File: src/rtl/adder_err_acc_i8_o5_if.sv
// Sample/control bundle for the 4-bit adder error accumulator.
// master = stimulus side, slave = accumulator side.
interface adder_err_acc_i8_o5_if #(
    parameter int SUM_W = 16
);
    logic             start;
    logic             in_valid;
    logic             in_ready;
    logic [3:0]       opa;
    logic [3:0]       opb;
    logic [4:0]       approx;
    logic             busy;
    logic             done;
    logic [8:0]       sample_cnt;
    logic [8:0]       err_cnt;
    logic [SUM_W-1:0] err_sum;
    logic [4:0]       err_max;

    modport master (
        output start, in_valid, opa, opb, approx,
        input  in_ready, busy, done, sample_cnt, err_cnt, err_sum, err_max
    );

    modport slave (
        input  start, in_valid, opa, opb, approx,
        output in_ready, busy, done, sample_cnt, err_cnt, err_sum, err_max
    );
endinterface

File: src/rtl/adder_err_acc_i8_o5.sv
// Error-statistics accumulator for an approximate 4-bit adder: counts samples,
// erroneous sums, total and worst-case error distance over one evaluation run.
module adder_err_acc_i8_o5_ed (
    input  logic [4:0] exact,
    input  logic [4:0] approx,
    output logic [4:0] ed
);
    assign ed = (approx >= exact) ? (approx - exact) : (exact - approx);
endmodule

module adder_err_acc_i8_o5 #(
    parameter int N_SAMPLES = 256,
    parameter int SUM_W     = 16
) (
    input  logic                 clk,
    input  logic                 rst,
    adder_err_acc_i8_o5_if.slave bus
);
    localparam int STAGES = 2;

    typedef enum logic [1:0] {IDLE, RUN, DRAIN, DONE} state_t;

    typedef struct packed {
        logic [4:0] exact;
        logic [4:0] approx;
    } s1_t;

    state_t           state;
    logic             in_ready_q, busy_q, done_q;
    logic [8:0]       sample_cnt_q;
    logic [8:0]       err_cnt_q;
    logic [SUM_W-1:0] err_sum_q;
    logic [4:0]       err_max_q;

    logic [STAGES:1]  vld_q;
    logic [STAGES:0]  vld_pipe;
    s1_t              s1;
    logic [4:0]       ed_c, ed_q;
    logic [SUM_W:0]   sum_ext;

    logic acc, start_go, last;

    assign acc      = bus.in_valid & in_ready_q;
    assign start_go = bus.start & ((state == IDLE) || (state == DONE));
    assign last     = (sample_cnt_q == 9'(N_SAMPLES - 1));
    assign vld_pipe = {vld_q, acc};

    // Control FSM; in_ready/busy/done are registered alongside the state.
    always_ff @(posedge clk or posedge rst) begin
        if (rst) begin
            state        <= IDLE;
            in_ready_q   <= 1'b0;
            busy_q       <= 1'b0;
            done_q       <= 1'b0;
            sample_cnt_q <= '0;
        end else begin
            case (state)
                IDLE, DONE: begin
                    if (bus.start) begin
                        state        <= RUN;
                        in_ready_q   <= 1'b1;
                        busy_q       <= 1'b1;
                        done_q       <= 1'b0;
                        sample_cnt_q <= '0;
                    end
                end
                RUN: begin
                    if (acc) begin
                        sample_cnt_q <= sample_cnt_q + 9'd1;
                        if (last) begin
                            state      <= DRAIN;
                            in_ready_q <= 1'b0;
                        end
                    end
                end
                DRAIN: begin
                    // Stage 2 retires on this edge once stage 1 is empty.
                    if (!vld_pipe[1]) begin
                        state  <= DONE;
                        busy_q <= 1'b0;
                        done_q <= 1'b1;
                    end
                end
                default: state <= IDLE;
            endcase
        end
    end

    always_ff @(posedge clk or posedge rst) begin
        if (rst) begin
            vld_q <= '0;
            s1    <= '0;
            ed_q  <= '0;
        end else begin
            vld_q <= vld_pipe[STAGES-1:0];
            if (acc) begin
                s1.exact  <= {1'b0, bus.opa} + {1'b0, bus.opb};
                s1.approx <= bus.approx;
            end
            if (vld_pipe[1]) ed_q <= ed_c;
        end
    end

    adder_err_acc_i8_o5_ed u_ed (
        .exact  (s1.exact),
        .approx (s1.approx),
        .ed     (ed_c)
    );

    assign sum_ext = {1'b0, err_sum_q} + (SUM_W+1)'(ed_q);

    always_ff @(posedge clk or posedge rst) begin
        if (rst) begin
            err_cnt_q <= '0;
            err_sum_q <= '0;
            err_max_q <= '0;
        end else if (start_go) begin
            err_cnt_q <= '0;
            err_sum_q <= '0;
            err_max_q <= '0;
        end else if (vld_pipe[STAGES]) begin
            if (ed_q != 5'd0) err_cnt_q <= err_cnt_q + 9'd1;
            err_sum_q <= sum_ext[SUM_W] ? {SUM_W{1'b1}} : sum_ext[SUM_W-1:0];
            if (ed_q > err_max_q) err_max_q <= ed_q;
        end
    end

    assign bus.in_ready   = in_ready_q;
    assign bus.busy       = busy_q;
    assign bus.done       = done_q;
    assign bus.sample_cnt = sample_cnt_q;
    assign bus.err_cnt    = err_cnt_q;
    assign bus.err_sum    = err_sum_q;
    assign bus.err_max    = err_max_q;
endmodule
File: src/flat_wrapper.sv
// flat-port wrapper written by rule: the top's interface ports become plain ports
module adder_err_acc_i8_o5_flat 
#(
    parameter int N_SAMPLES = 256,
    parameter int SUM_W     = 16
)
  (clk, rst, bus_start, bus_in_valid, bus_opa, bus_opb, bus_approx, bus_in_ready, bus_busy, bus_done, bus_sample_cnt, bus_err_cnt, bus_err_sum, bus_err_max);
  adder_err_acc_i8_o5_if #(.SUM_W(SUM_W)) bus_i ();
  input  logic clk;
  input  logic rst;
  input wire logic [$bits(bus_i.start)-1:0] bus_start;
  input wire logic [$bits(bus_i.in_valid)-1:0] bus_in_valid;
  input wire logic [$bits(bus_i.opa)-1:0] bus_opa;
  input wire logic [$bits(bus_i.opb)-1:0] bus_opb;
  input wire logic [$bits(bus_i.approx)-1:0] bus_approx;
  output wire logic [$bits(bus_i.in_ready)-1:0] bus_in_ready;
  output wire logic [$bits(bus_i.busy)-1:0] bus_busy;
  output wire logic [$bits(bus_i.done)-1:0] bus_done;
  output wire logic [$bits(bus_i.sample_cnt)-1:0] bus_sample_cnt;
  output wire logic [$bits(bus_i.err_cnt)-1:0] bus_err_cnt;
  output wire logic [$bits(bus_i.err_sum)-1:0] bus_err_sum;
  output wire logic [$bits(bus_i.err_max)-1:0] bus_err_max;
  assign bus_i.start = bus_start;
  assign bus_i.in_valid = bus_in_valid;
  assign bus_i.opa = bus_opa;
  assign bus_i.opb = bus_opb;
  assign bus_i.approx = bus_approx;
  assign bus_in_ready = bus_i.in_ready;
  assign bus_busy = bus_i.busy;
  assign bus_done = bus_i.done;
  assign bus_sample_cnt = bus_i.sample_cnt;
  assign bus_err_cnt = bus_i.err_cnt;
  assign bus_err_sum = bus_i.err_sum;
  assign bus_err_max = bus_i.err_max;
  adder_err_acc_i8_o5 #(.N_SAMPLES(N_SAMPLES), .SUM_W(SUM_W)) u_core (.clk(clk), .rst(rst), .bus(bus_i));
endmodule
File: config.mk
export PLATFORM = sky130hd
export DESIGN_NAME = adder_err_acc_i8_o5_flat
export DESIGN_NICKNAME = d
export VERILOG_FILES = /design/src/rtl/adder_err_acc_i8_o5_if.sv /design/src/rtl/adder_err_acc_i8_o5.sv /design/src/flat_wrapper.sv
export SDC_FILE = /design/constraint.sdc
export NUM_CORES = 1
export LEC_CHECK = 0
export BUFFER_PORTS_ARGS = -buffer_cell sky130_fd_sc_hd__buf_2
export CAP_MARGIN = 10
export CORE_ASPECT_RATIO = 0.8
export CORE_MARGIN = 1.5
export CORE_UTILIZATION = 40
export CTS_CLUSTER_DIAMETER = 40
export CTS_CLUSTER_SIZE = 28
export DETAILED_ROUTE_END_ITERATION = 8
export GPL_TIMING_DRIVEN = 0
export PLACE_DENSITY = 0.6
export RECOVER_POWER = 100
export SLEW_MARGIN = 20
export SYNTH_ARGS = -nofsm -noshare
export SYNTH_HDL_FRONTEND = slang
export SYNTH_SLANG_ARGS = --single-unit
File: constraint.sdc
create_clock -name clk -period 2 [get_ports clk]
set_input_delay 0.4 -clock clk [delete_from_list [all_inputs] [get_ports clk]]
set_output_delay 0.4 -clock clk [all_outputs]
set_load 0.01 [all_outputs]
==> results.txt, run 1 <==
Reg area - 1530 µm²
fmax - 504 MHz
antenna diode count - 0
headroom to the max-slew limit - 49.2%
number of vias per cell after detailed routing - 5.21
post-place instance area - 4070 µm²
fraction of post-synthesis cell area in the top cell type by area - 42.6%
top cells by area, synth - sky130_fd_sc_hd__dfrtp_1, sky130_fd_sc_hd__ha_1, sky130_fd_sc_hd__o21ai_0
starting density of the core - 41.7%
cells along the critical path - ha_4 > fa_2 > a21o_1 > a31oi_4 > or3_4 > buf_6 > and3_4 > nor3_2
maximum single-stage delay on the critical path - 0.43 ns
fraction of layout cells with a size suffix above 1 - 20.2%
final non-filler cell area - 4510 µm²
Routability Congestion - 0.803
clock slew at the register clock pins of the worst setup and hold paths - 0.07 ns
CTS tree - built
run status - finished clean
master of the slowest instance on the critical path - sky130_fd_sc_hd__dfrtp_2
number of violations reported at the end of detailed-routing iteration 0 - 123
Hold Violations, Final - 0
most frequent cell after synthesis - sky130_fd_sc_hd__dfrtp_1
post-placement setup slack - -0.284 ns
max-capacitance violation count - 0
final worst path period need - 1.98 ns
delay-heaviest family, CP - adder cells
number of primary I/O pins - 59
data arrival time of the worst path - 2.21 ns
multi-input gate area in the final layout - 2110 µm²
wire length of the first global-routing pass - 13800 µm
Mapped Nets - 432
Layout Skew - 0.00888 ns
classification of the worst setup path - flop to flop
remaining design rule violation count - 0
CTS Sinks - 61
period utilisation layout - 99.2%
detailed-route via count - 3007
total design power - 5.76 mW
placeable core region - 8600 µm²
remaining antenna violation count after routing - 0
required time reported for the critical path endpoint - 2.23 ns
total routing usage reported by global routing - 18.6%
Global Route met1 Usage - 23.8%
post-synthesis async set-or-reset flop share - 100%
setup total negative slack - 0 ns
met2 capacity usage during global routing - 30.5%
drt wl/cell - 14.7 µm
dpl hpwl - 5880 µm
syn avg cell area - 9.39 µm²
endpoint of the most critical register-to-register path - u_core.bus.err_sum[11]$_DFFE_PP0P_
maximum number of pins on one net before global-route repair - 55
DIE HEIGHT - 87.7 µm
Buf/Inv on CP - 1
maximum buffer depth of the clock tree - 2
layer carrying the most global-route usage - met2
number of library cell types mapped by synthesis - 47
final-report setup violation count - 0
count of fill cells added during filler insertion - 844
fin nets - 512
root buffer cell - sky130_fd_sc_hd__clkbuf_8
Worst setup EP type - flop
total die area - 9550 µm²
number of global-route vias before repair - 2965
Yosys Warn Count - 0
worst setup margin - 0.0161 ns
P per Cell Area - 1280 nW/µm²
measured slew at the worst slew-check pin - 0.763 ns
number of buffers inserted during clock tree synthesis - 9
number of H-tree levels - 3
timing startpoint of the critical path - u_core.ed_q[0]$_DFFE_PP0P_
number of cells traversed by the worst register-to-register path - 8
Slew Viols, Final - 0
number of synthesized flops with an enable pin - 0
top post-synthesis cells by count - sky130_fd_sc_hd__dfrtp_1, sky130_fd_sc_hd__nor2_1, sky130_fd_sc_hd__inv_1, sky130_fd_sc_hd__o21ai_0, sky130_fd_sc_hd__ha_1
type of the most critical hold path - input pin to flop
met3 demand-to-capacity share in global routing - 5.65%
cell area after synthesis - 3590 µm²
Primary FF master, synth - sky130_fd_sc_hd__dfrtp_1
depth of the critical timing path with buffers and inverters included - 8
R2R Setup Slk - 0.02 ns
total length of routed wires - 8500 µm
area leader, netlist - sky130_fd_sc_hd__dfrtp_1
beginning of the worst register-to-register path - u_core.ed_q[0]$_DFFE_PP0P_
count of buffers from port buffering - 58
leak pwr - 2.02 nW
post-synthesis cell count - 382
worst hold margin - 0.267 ns
maximum fanout along the worst path - 5
number of placement rows - 30
Seq/Total Area, Yosys - 42.6%
area delta synth->final - 25.6%
Horiz. Die Dim - 109 µm
startpoint type of the worst setup path - flop
clock insertion delay at the later pin of the skew report - 0.34 ns
Setup crit end - u_core.bus.err_sum[11]$_DFFE_PP0P_
largest vdd supply drop - 755 µV
unrepaired setup endpoints after global routing - yes
number of synthesized register bits - 61
1st-pass router iterations - 4
number of antenna violations at the first check in global routing - 0
overflow left after global routing - 0
sequential cells by signal, summed over array words and instances (netlist names), 2 cells and up:
name and cells:
u_core.bus.sample_cnt 9, u_core.ed_q 5, u_core.state 2, u_core.bus.err_max 5
u_core.s1 10, u_core.bus.err_cnt 9, u_core.bus.err_sum 16, u_core.vld_q 2
final cells by class:
class,instances,area share (%)
inverters,34,2.86
multi-input cells,275,46.8
well taps,112,3.11
repair buffers,70,7.47
clock inverters,1,0.666
plain buffers,11,1.36
clock buffers,13,3.75
flip-flops and latches,61,34.0
per-layer routing:
metal  part of all wire [%]  vias up
met5                      0        -
met4                   0.56        0
met3                    4.6        4
met2                     47       71
met1                     48     1426
li1                       -     1506
how the worst min path moves through the flow:
| stage | from | to | slack [ns] | cells past startpoint |
|---|---|---|---|---|
| 2_1_floorplan | u_core.vld_q[1]$_DFF_PP0_ | u_core.vld_q[2]$_DFF_PP0_ | 0.41 | 0 |
| 3_3_place_gp | u_core.vld_q[1]$_DFF_PP0_ | u_core.vld_q[2]$_DFF_PP0_ | 0.47 | 0 |
| 3_5_place_dp | rst | u_core.bus.sample_cnt[8]$_DFFE_PP0P_ | 0.30 | 2 |
| 4_1_cts | bus_approx[1] | u_core.s1[1]$_DFFE_PP0P_ | 0.25 | 3 |
| 5_1_grt | bus_approx[0] | u_core.s1[0]$_DFFE_PP0P_ | 0.27 | 3 |
| 6_report | bus_approx[1] | u_core.s1[1]$_DFFE_PP0P_ | 0.27 | 3 |
tightest hold or removal path: cells and delay by family:
kind / cells / cell delay (ns)
simple gates: 1 / 0.04
compound gates: 1 / 0.06
buf+inv: 1 / 0.08
cells by family after synthesis:
logic type / after synthesis / share of synthesized area, %
buffers and inverters: 46 / 5.02
adders and majority gates: 33 / 12.3
and+or+nand+nor: 124 / 17.4
AOI/OAI and AO/OA: 91 / 15.7
DFF: 61 / 42.6
xor gates and xnor gates: 16 / 3.91
muxes: 11 / 3.10
layout by cell type, fill, tap and decap left out, types with 7 or more instances in the layout:
cell type and n:
sky130_fd_sc_hd__nand3_1 14, sky130_fd_sc_hd__ha_1 19, sky130_fd_sc_hd__mux2i_1 10, sky130_fd_sc_hd__ha_4 7, sky130_fd_sc_hd__nand2_1 22, sky130_fd_sc_hd__inv_1 32, sky130_fd_sc_hd__a21oi_1 13, sky130_fd_sc_hd__nand4_1 7
sky130_fd_sc_hd__o21ai_0 31, sky130_fd_sc_hd__clkbuf_1 47, sky130_fd_sc_hd__dfrtp_1 55, sky130_fd_sc_hd__nor2_1 42, sky130_fd_sc_hd__xor2_1 10, sky130_fd_sc_hd__clkbuf_8 13, sky130_fd_sc_hd__buf_2 21, sky130_fd_sc_hd__a31oi_1 11
stage by stage:
| step | cells | utilization, % |
|---|---|---|
| 2_1_floorplan | 382 | - |
| 3_3_place_gp | 552 | 46.9 |
| 3_5_place_dp | 553 | 47.3 |
| 4_1_cts | 572 | 51.2 |
| 5_1_grt | 577 | 52.4 |
| 6_report | 577 | 52.4 |
where the power goes:
group | switching, mW | leakage [nW] | internal [mW] | total, mW
logic | 1.51 | 1.14 | 1.28 | 2.79
registers | 0.330 | 0.775 | 1.50 | 1.83
clock network | 0.469 | 0.102 | 0.665 | 1.13
total | 2.30 | 2.02 | 3.45 | 5.76
timing repair:
action                                 4_1_cts  5_1_grt
pin swaps                                    3       12
setup buffers                                4        5
cloned                                       1        0
hold buffers                                 1        0
setup endpoints to repair                   33       26
endpoints found under the hold margin        7        0
gates resized for setup                     20       34
Note: power is estimated with default switching activity, not from simulation.
==> inputs of run 2 (changes only) <==
--- a/config.mk
+++ b/config.mk
@@ -14,7 +14,7 @@
 export CTS_CLUSTER_SIZE = 28
 export DETAILED_ROUTE_END_ITERATION = 8
 export GPL_TIMING_DRIVEN = 0
-export PLACE_DENSITY = 0.6
+export PLACE_DENSITY = 0.58
 export RECOVER_POWER = 100
 export SLEW_MARGIN = 20
 export SYNTH_ARGS = -nofsm -noshare
==> constraint.sdc (replaced) <==
create_clock -name clk -period 2.6 [get_ports clk]
set_input_delay 0.52 -clock clk [delete_from_list [all_inputs] [get_ports clk]]
set_output_delay 0.52 -clock clk [all_outputs]
set_load 0.01 [all_outputs]
==> results.txt, run 2 (same netlist as run 1, synthesis figures left out) <==
run status - finished clean
count of buffers from port buffering - 58
cells along the critical path - ha_1 > fa_1 > a21o_1 > a31oi_2 > or3_1 > buf_6 > and3_1 > nor3_1
Horiz. Die Dim - 109 µm
maximum single-stage delay on the critical path - 0.45 ns
number of primary I/O pins - 59
master of the slowest instance on the critical path - sky130_fd_sc_hd__dfrtp_1
fin nets - 502
required time reported for the critical path endpoint - 2.80 ns
number of placement rows - 30
remaining design rule violation count - 0
Layout Skew - 0.00311 ns
largest vdd supply drop - 575 µV
number of global-route vias before repair - 2868
unrepaired setup endpoints after global routing - no
Hold Path Origin - bus_approx[1]
startpoint type of the worst setup path - flop
most frequent cells in the layout - sky130_fd_sc_hd__dfrtp_1, sky130_fd_sc_hd__clkbuf_1, sky130_fd_sc_hd__nor2_1
antenna diode count - 0
total routing usage reported by global routing - 17.8%
maximum fanout along the worst path - 10
overflow left after global routing - 0
clock insertion delay at the later pin of the skew report - 0.34 ns
beginning of the worst register-to-register path - u_core.ed_q[0]$_DFFE_PP0P_
number of H-tree levels - 3
Buf/Inv on CP - 1
CTS tree - built
placeable core region - 8600 µm²
CTS Sinks - 61
area delta synth->final - 16.4%
number of violations reported at the end of detailed-routing iteration 0 - 130
maximum number of pins on one net before global-route repair - 36
number of cells traversed by the worst register-to-register path - 8
commonest non-fill, non-tap cell in the layout - sky130_fd_sc_hd__dfrtp_1
fmax - 418 MHz
R2R Setup Slk - 0.21 ns
total length of routed wires - 7790 µm
root buffer cell - sky130_fd_sc_hd__clkbuf_8
depth of the critical timing path with buffers and inverters included - 8
total design power - 3.92 mW
data arrival time of the worst path - 2.60 ns
endpoint of the most critical register-to-register path - u_core.bus.err_sum[11]$_DFFE_PP0P_
remaining antenna violation count after routing - 0
Post-CTS Setup Repair Bufs - 0
maximum buffer depth of the clock tree - 2
total die area - 9550 µm²
period utilisation layout - 92.1%
number of vias per cell after detailed routing - 5.14
leak pwr - 1.93 nW
P per Cell Area - 938 nW/µm²
worst hold margin - 0.381 ns
max-capacitance violation count - 0
classification of the worst setup path - flop to flop
fraction of layout cells with a size suffix above 1 - 8.53%
starting density of the core - 41.7%
type of the most critical hold path - input pin to flop
number of antenna violations at the first check in global routing - 0
number of buffers inserted during clock tree synthesis - 9
final non-filler cell area - 4180 µm²
delay-heaviest family, CP - adder cells
Worst setup EP type - flop
final-report setup violation count - 0
drt wl/cell - 13.7 µm
Post-CTS Hold Buffers - 0
wire length of the first global-routing pass - 13200 µm
dpl hpwl - 5790 µm
Slew Viols, Final - 0
post-place instance area - 4040 µm²
headroom to the max-slew limit - 18.4%
detailed-route via count - 2922
hold-critical path depth - 3
number of flip-flops in the largest register - 16
1st-pass router iterations - 4
DIE HEIGHT - 87.7 µm
Routability Congestion - 0.838
worst setup margin - 0.207 ns
Hold Crit Endpoint - u_core.s1[1]$_DFFE_PP0P_
Hold Violations, Final - 0
clock slew at the register clock pins of the worst setup and hold paths - 0.07 ns
post-placement setup slack - 0.0895 ns
final worst path period need - 2.39 ns
measured slew at the worst slew-check pin - 1.22 ns
[run 2: cell types whose count changed in the layout (fill, tap and decap cells not counted), moves of 4 or more]
cell	before	now
sky130_fd_sc_hd__dfrtp_1	55	61
sky130_fd_sc_hd__buf_2	21	15
sky130_fd_sc_hd__clkbuf_4	4	0
sky130_fd_sc_hd__ha_4	7	0
sky130_fd_sc_hd__clkbuf_1	47	55
sky130_fd_sc_hd__dfrtp_2	6	0
sky130_fd_sc_hd__ha_1	19	29
[run 2: worst register-to-register path, delay by kind of cell (launching register included)]
kind | cells | cell delay (ns)
fa+ha+maj | 2 | 0.67
compound gates | 2 | 0.55
flops | 1 | 0.45
simple gates | 3 | 0.43
buf+inv | 1 | 0.16
[run 2: layout make-up]
cell class,count,area (µm²)
Fill cell,865,4420
Sequential cell,61,1530
Multi-Input combinational cell,275,1870
Clock buffer,13,169
Clock inverter,3,42.5
Timing Repair Buffer,59,241
Inverter,34,129
Buffer,12,52.6
Tap cell,112,140
[run 2: worst max-delay path by stage]
stage,startpoint,end
after floorplan,u_core.bus.err_sum[0]$_DFFE_PP0P_,u_core.bus.err_sum[11]$_DFFE_PP0P_
after global placement,rst,u_core.bus.err_sum[3]$_DFFE_PP0P_
after detailed placement,u_core.ed_q[0]$_DFFE_PP0P_,u_core.bus.err_sum[11]$_DFFE_PP0P_
after CTS,u_core.ed_q[0]$_DFFE_PP0P_,u_core.bus.err_sum[11]$_DFFE_PP0P_
after global routing,u_core.ed_q[0]$_DFFE_PP0P_,u_core.bus.err_sum[11]$_DFFE_PP0P_
final,u_core.ed_q[0]$_DFFE_PP0P_,u_core.bus.err_sum[11]$_DFFE_PP0P_
[run 2: timing repair]
item,4_1_cts,5_1_grt
endpoints found under the hold margin,0,0
resized for setup,0,1
endpoints found under the setup margin,0,2
[run 2: per-layer routing]
layer  vias to the layer above  part of all wire (%)  GRT usage, %
li1                       1491                     -             -
met1                      1345                    51          24.3
met2                        76                    43          27.2
met3                        10                   5.3          5.73
met4                         0                   1.0          4.78
met5                         -                     0             0
[run 2: through the flow]
stage          setup TNS (ns)  cells  utilization [%]
3_5_place_dp                0    553             47.0
4_1_cts                     0    569             49.5
3_3_place_gp           -16.40    552             46.7
5_1_grt                     0    569             48.6
2_1_floorplan               0    382                -
6_report                    0    569             48.6
[run 2: power breakdown]
part / internal [mW] / switching [mW] / leakage [nW]
combinational: 0.660 / 0.995 / 1.04
clock: 0.520 / 0.372 / 0.106
sequential: 1.15 / 0.220 / 0.782
total: 2.33 / 1.59 / 1.93
==> inputs of run 3 (changes only) <==
--- a/config.mk
+++ b/config.mk
@@ -14,7 +14,7 @@
 export CTS_CLUSTER_SIZE = 28
 export DETAILED_ROUTE_END_ITERATION = 8
 export GPL_TIMING_DRIVEN = 0
-export PLACE_DENSITY = 0.58
+export PLACE_DENSITY = 0.62
 export RECOVER_POWER = 100
 export SLEW_MARGIN = 20
 export SYNTH_ARGS = -nofsm -noshare
==> results.txt, run 3 (same netlist as run 1, synthesis figures left out) <==
run status - finished clean
master of the slowest instance on the critical path - sky130_fd_sc_hd__dfrtp_1
dpl hpwl - 5940 µm
R2R Setup Slk - 0.23 ns
delay-heaviest family, CP - adder cells
number of violations reported at the end of detailed-routing iteration 0 - 120
final-report setup violation count - 0
period utilisation layout - 91.2%
overflow left after global routing - 0
leak pwr - 1.94 nW
DIE HEIGHT - 87.7 µm
root buffer cell - sky130_fd_sc_hd__clkbuf_8
multi-input gate area in the final layout - 1870 µm²
cell total after placement - 553
startpoint type of the worst setup path - flop
number of vias per cell after detailed routing - 5.23
CTS Sinks - 61
Post-CTS Hold Buffers - 0
detailed-routing wirelength on met1 - 3830 µm
headroom to the max-slew limit - 6.90%
total design power - 4.09 mW
routed wire length on met2 - 3640 µm
maximum single-stage delay on the critical path - 0.44 ns
top layer in use - met4
remaining antenna violation count after routing - 0
Reg area - 1530 µm²
maximum number of pins on one net before global-route repair - 58
final worst path period need - 2.37 ns
count of buffers from port buffering - 58
endpoint of the most critical register-to-register path - u_core.bus.err_sum[11]$_DFFE_PP0P_
unrepaired setup endpoints after global routing - no
fraction of layout cells with a size suffix above 1 - 8.75%
number of antenna violations at the first check in global routing - 0
fin nets - 502
fmax - 422 MHz
number of global-route vias before repair - 2890
commonest non-fill, non-tap cell in the layout - sky130_fd_sc_hd__dfrtp_1
cells along the critical path - ha_1 > fa_1 > a21o_1 > a31oi_2 > or3_1 > buf_6 > and3_1 > nor3_1
Worst setup EP type - flop
max-capacitance violation count - 0
clock insertion delay at the later pin of the skew report - 0.35 ns
wire length of the first global-routing pass - 13700 µm
number of buffers inserted during clock tree synthesis - 9
maximum buffer depth of the clock tree - 2
number of cells traversed by the worst register-to-register path - 8
switching part of the total power - 39.5%
total length of routed wires - 7930 µm
placeable core region - 8600 µm²
number of gates resized after cts - 0
beginning of the worst register-to-register path - u_core.ed_q[0]$_DFFE_PP0P_
post-layout instance count excluding filler cells - 569
number of H-tree levels - 3
Slew Viols, Final - 0
CTS tree - built
measured slew at the worst slew-check pin - 1.40 ns
detailed-route via count - 2976
type of the most critical hold path - input pin to async pin
Horiz. Die Dim - 109 µm
P per Cell Area - 971 nW/µm²
Internal Pwr Total - 2.47 mW
Routability Congestion - 0.834
Hold Violations, Final - 0
classification of the worst setup path - flop to flop
1st-pass router iterations - 4
part of the total power dissipated in sequential elements - 33.8%
count of fill cells added during filler insertion - 867
Post-CTS Setup Repair Bufs - 0
switching pwr - 1.62 mW
data arrival time of the worst path - 2.59 ns
Buf/Inv on CP - 1
required time reported for the critical path endpoint - 2.82 ns
remaining design rule violation count - 0
Layout Skew - 0.0145 ns
part of the total power dissipated in the clock network - 25.9%
most frequent cells in the layout - sky130_fd_sc_hd__dfrtp_1, sky130_fd_sc_hd__clkbuf_1, sky130_fd_sc_hd__nor2_1
number of primary I/O pins - 59
number of placement rows - 30
largest vdd supply drop - 394 µV
maximum fanout along the worst path - 10
antenna diode count - 0
clock slew at the register clock pins of the worst setup and hold paths - 0.08 ns
total routing usage reported by global routing - 18.3%
timing startpoint of the critical path - u_core.ed_q[0]$_DFFE_PP0P_
drt wl/cell - 13.9 µm
Met3 Wirelength - 361 µm
starting density of the core - 41.7%
number of flip-flops in the largest register - 16
total die area - 9550 µm²
area delta synth->final - 17.4%
combinational fraction of design power - 40.3%
run 3: changes by cell type in the layout (fill, tap and decap cells not counted), sizes merged:
cell	delta
clkbuf	-3
bufinv	+2
clkinvlp	+1
run 3: final cells by class:
class,instances,area share (%)
multi-input combinational,275,44.5
timing repair buffer,59,5.73
clock buffer,10,3.27
sequential,61,36.2
buffer,12,1.25
tap,112,3.33
clock inverter,6,2.61
inverter,34,3.06
run 3: routing by layer:
metal  global-route usage (%)  vias to the layer above
met5                        0                        -
met3                     4.46                       11
met1                     24.1                     1410
met2                     29.8                       64
li1                         -                     1491
met4                     5.74                        0
run 3: power groups by stage:
stage / Sequential [mW] / Combinational [mW] / Clock [mW]
final: 1.38 / 1.65 / 1.06
after global placement: 1.38 / 1.65 / 0
after floorplan: 1.39 / 1.19 / 0
after global routing: 1.42 / 1.89 / 1.12
after detailed placement: 1.40 / 1.69 / 0
after CTS: 1.38 / 1.70 / 1.08
run 3: worst reg2reg max path: stages, from the launching register on:
cell and delay (ns):
sky130_fd_sc_hd__dfrtp_1 0.44, sky130_fd_sc_hd__ha_1 0.25, sky130_fd_sc_hd__fa_1 0.41, sky130_fd_sc_hd__a21o_1 0.23
sky130_fd_sc_hd__a31oi_2 0.33, sky130_fd_sc_hd__or3_1 0.23, sky130_fd_sc_hd__buf_6 0.16, sky130_fd_sc_hd__and3_1 0.15
sky130_fd_sc_hd__nor3_1 0.05
run 3: metrics by stage:
stage                     hold WS, ns  worst slack (ns)  utilization, %  TNS [ns]  area (µm²)
after floorplan                 0.412             0.395               -         0        3590
after global placement          0.475            -0.232            46.7    -13.75        4020
after detailed placement        0.405             0.105            47.1         0        4050
after CTS                      0.0230            0.0868            50.0         0        4300
after global routing           0.0600            0.0760            49.0         0        4210
final                          0.0628             0.230            49.0         0        4210
run 3: worst max-delay path by stage:
stage | end | slack [ns] | cells past startpoint
after floorplan | u_core.bus.err_sum[11]$_DFFE_PP0P_ | 0.39 | 8
after global placement | u_core.bus.err_sum[2]$_DFFE_PP0P_ | -0.23 | 2
after detailed placement | u_core.bus.err_sum[11]$_DFFE_PP0P_ | 0.10 | 8
after CTS | u_core.bus.err_sum[11]$_DFFE_PP0P_ | 0.09 | 8
after global routing | u_core.bus.err_sum[11]$_DFFE_PP0P_ | 0.08 | 8
final | u_core.bus.err_sum[11]$_DFFE_PP0P_ | 0.23 | 8
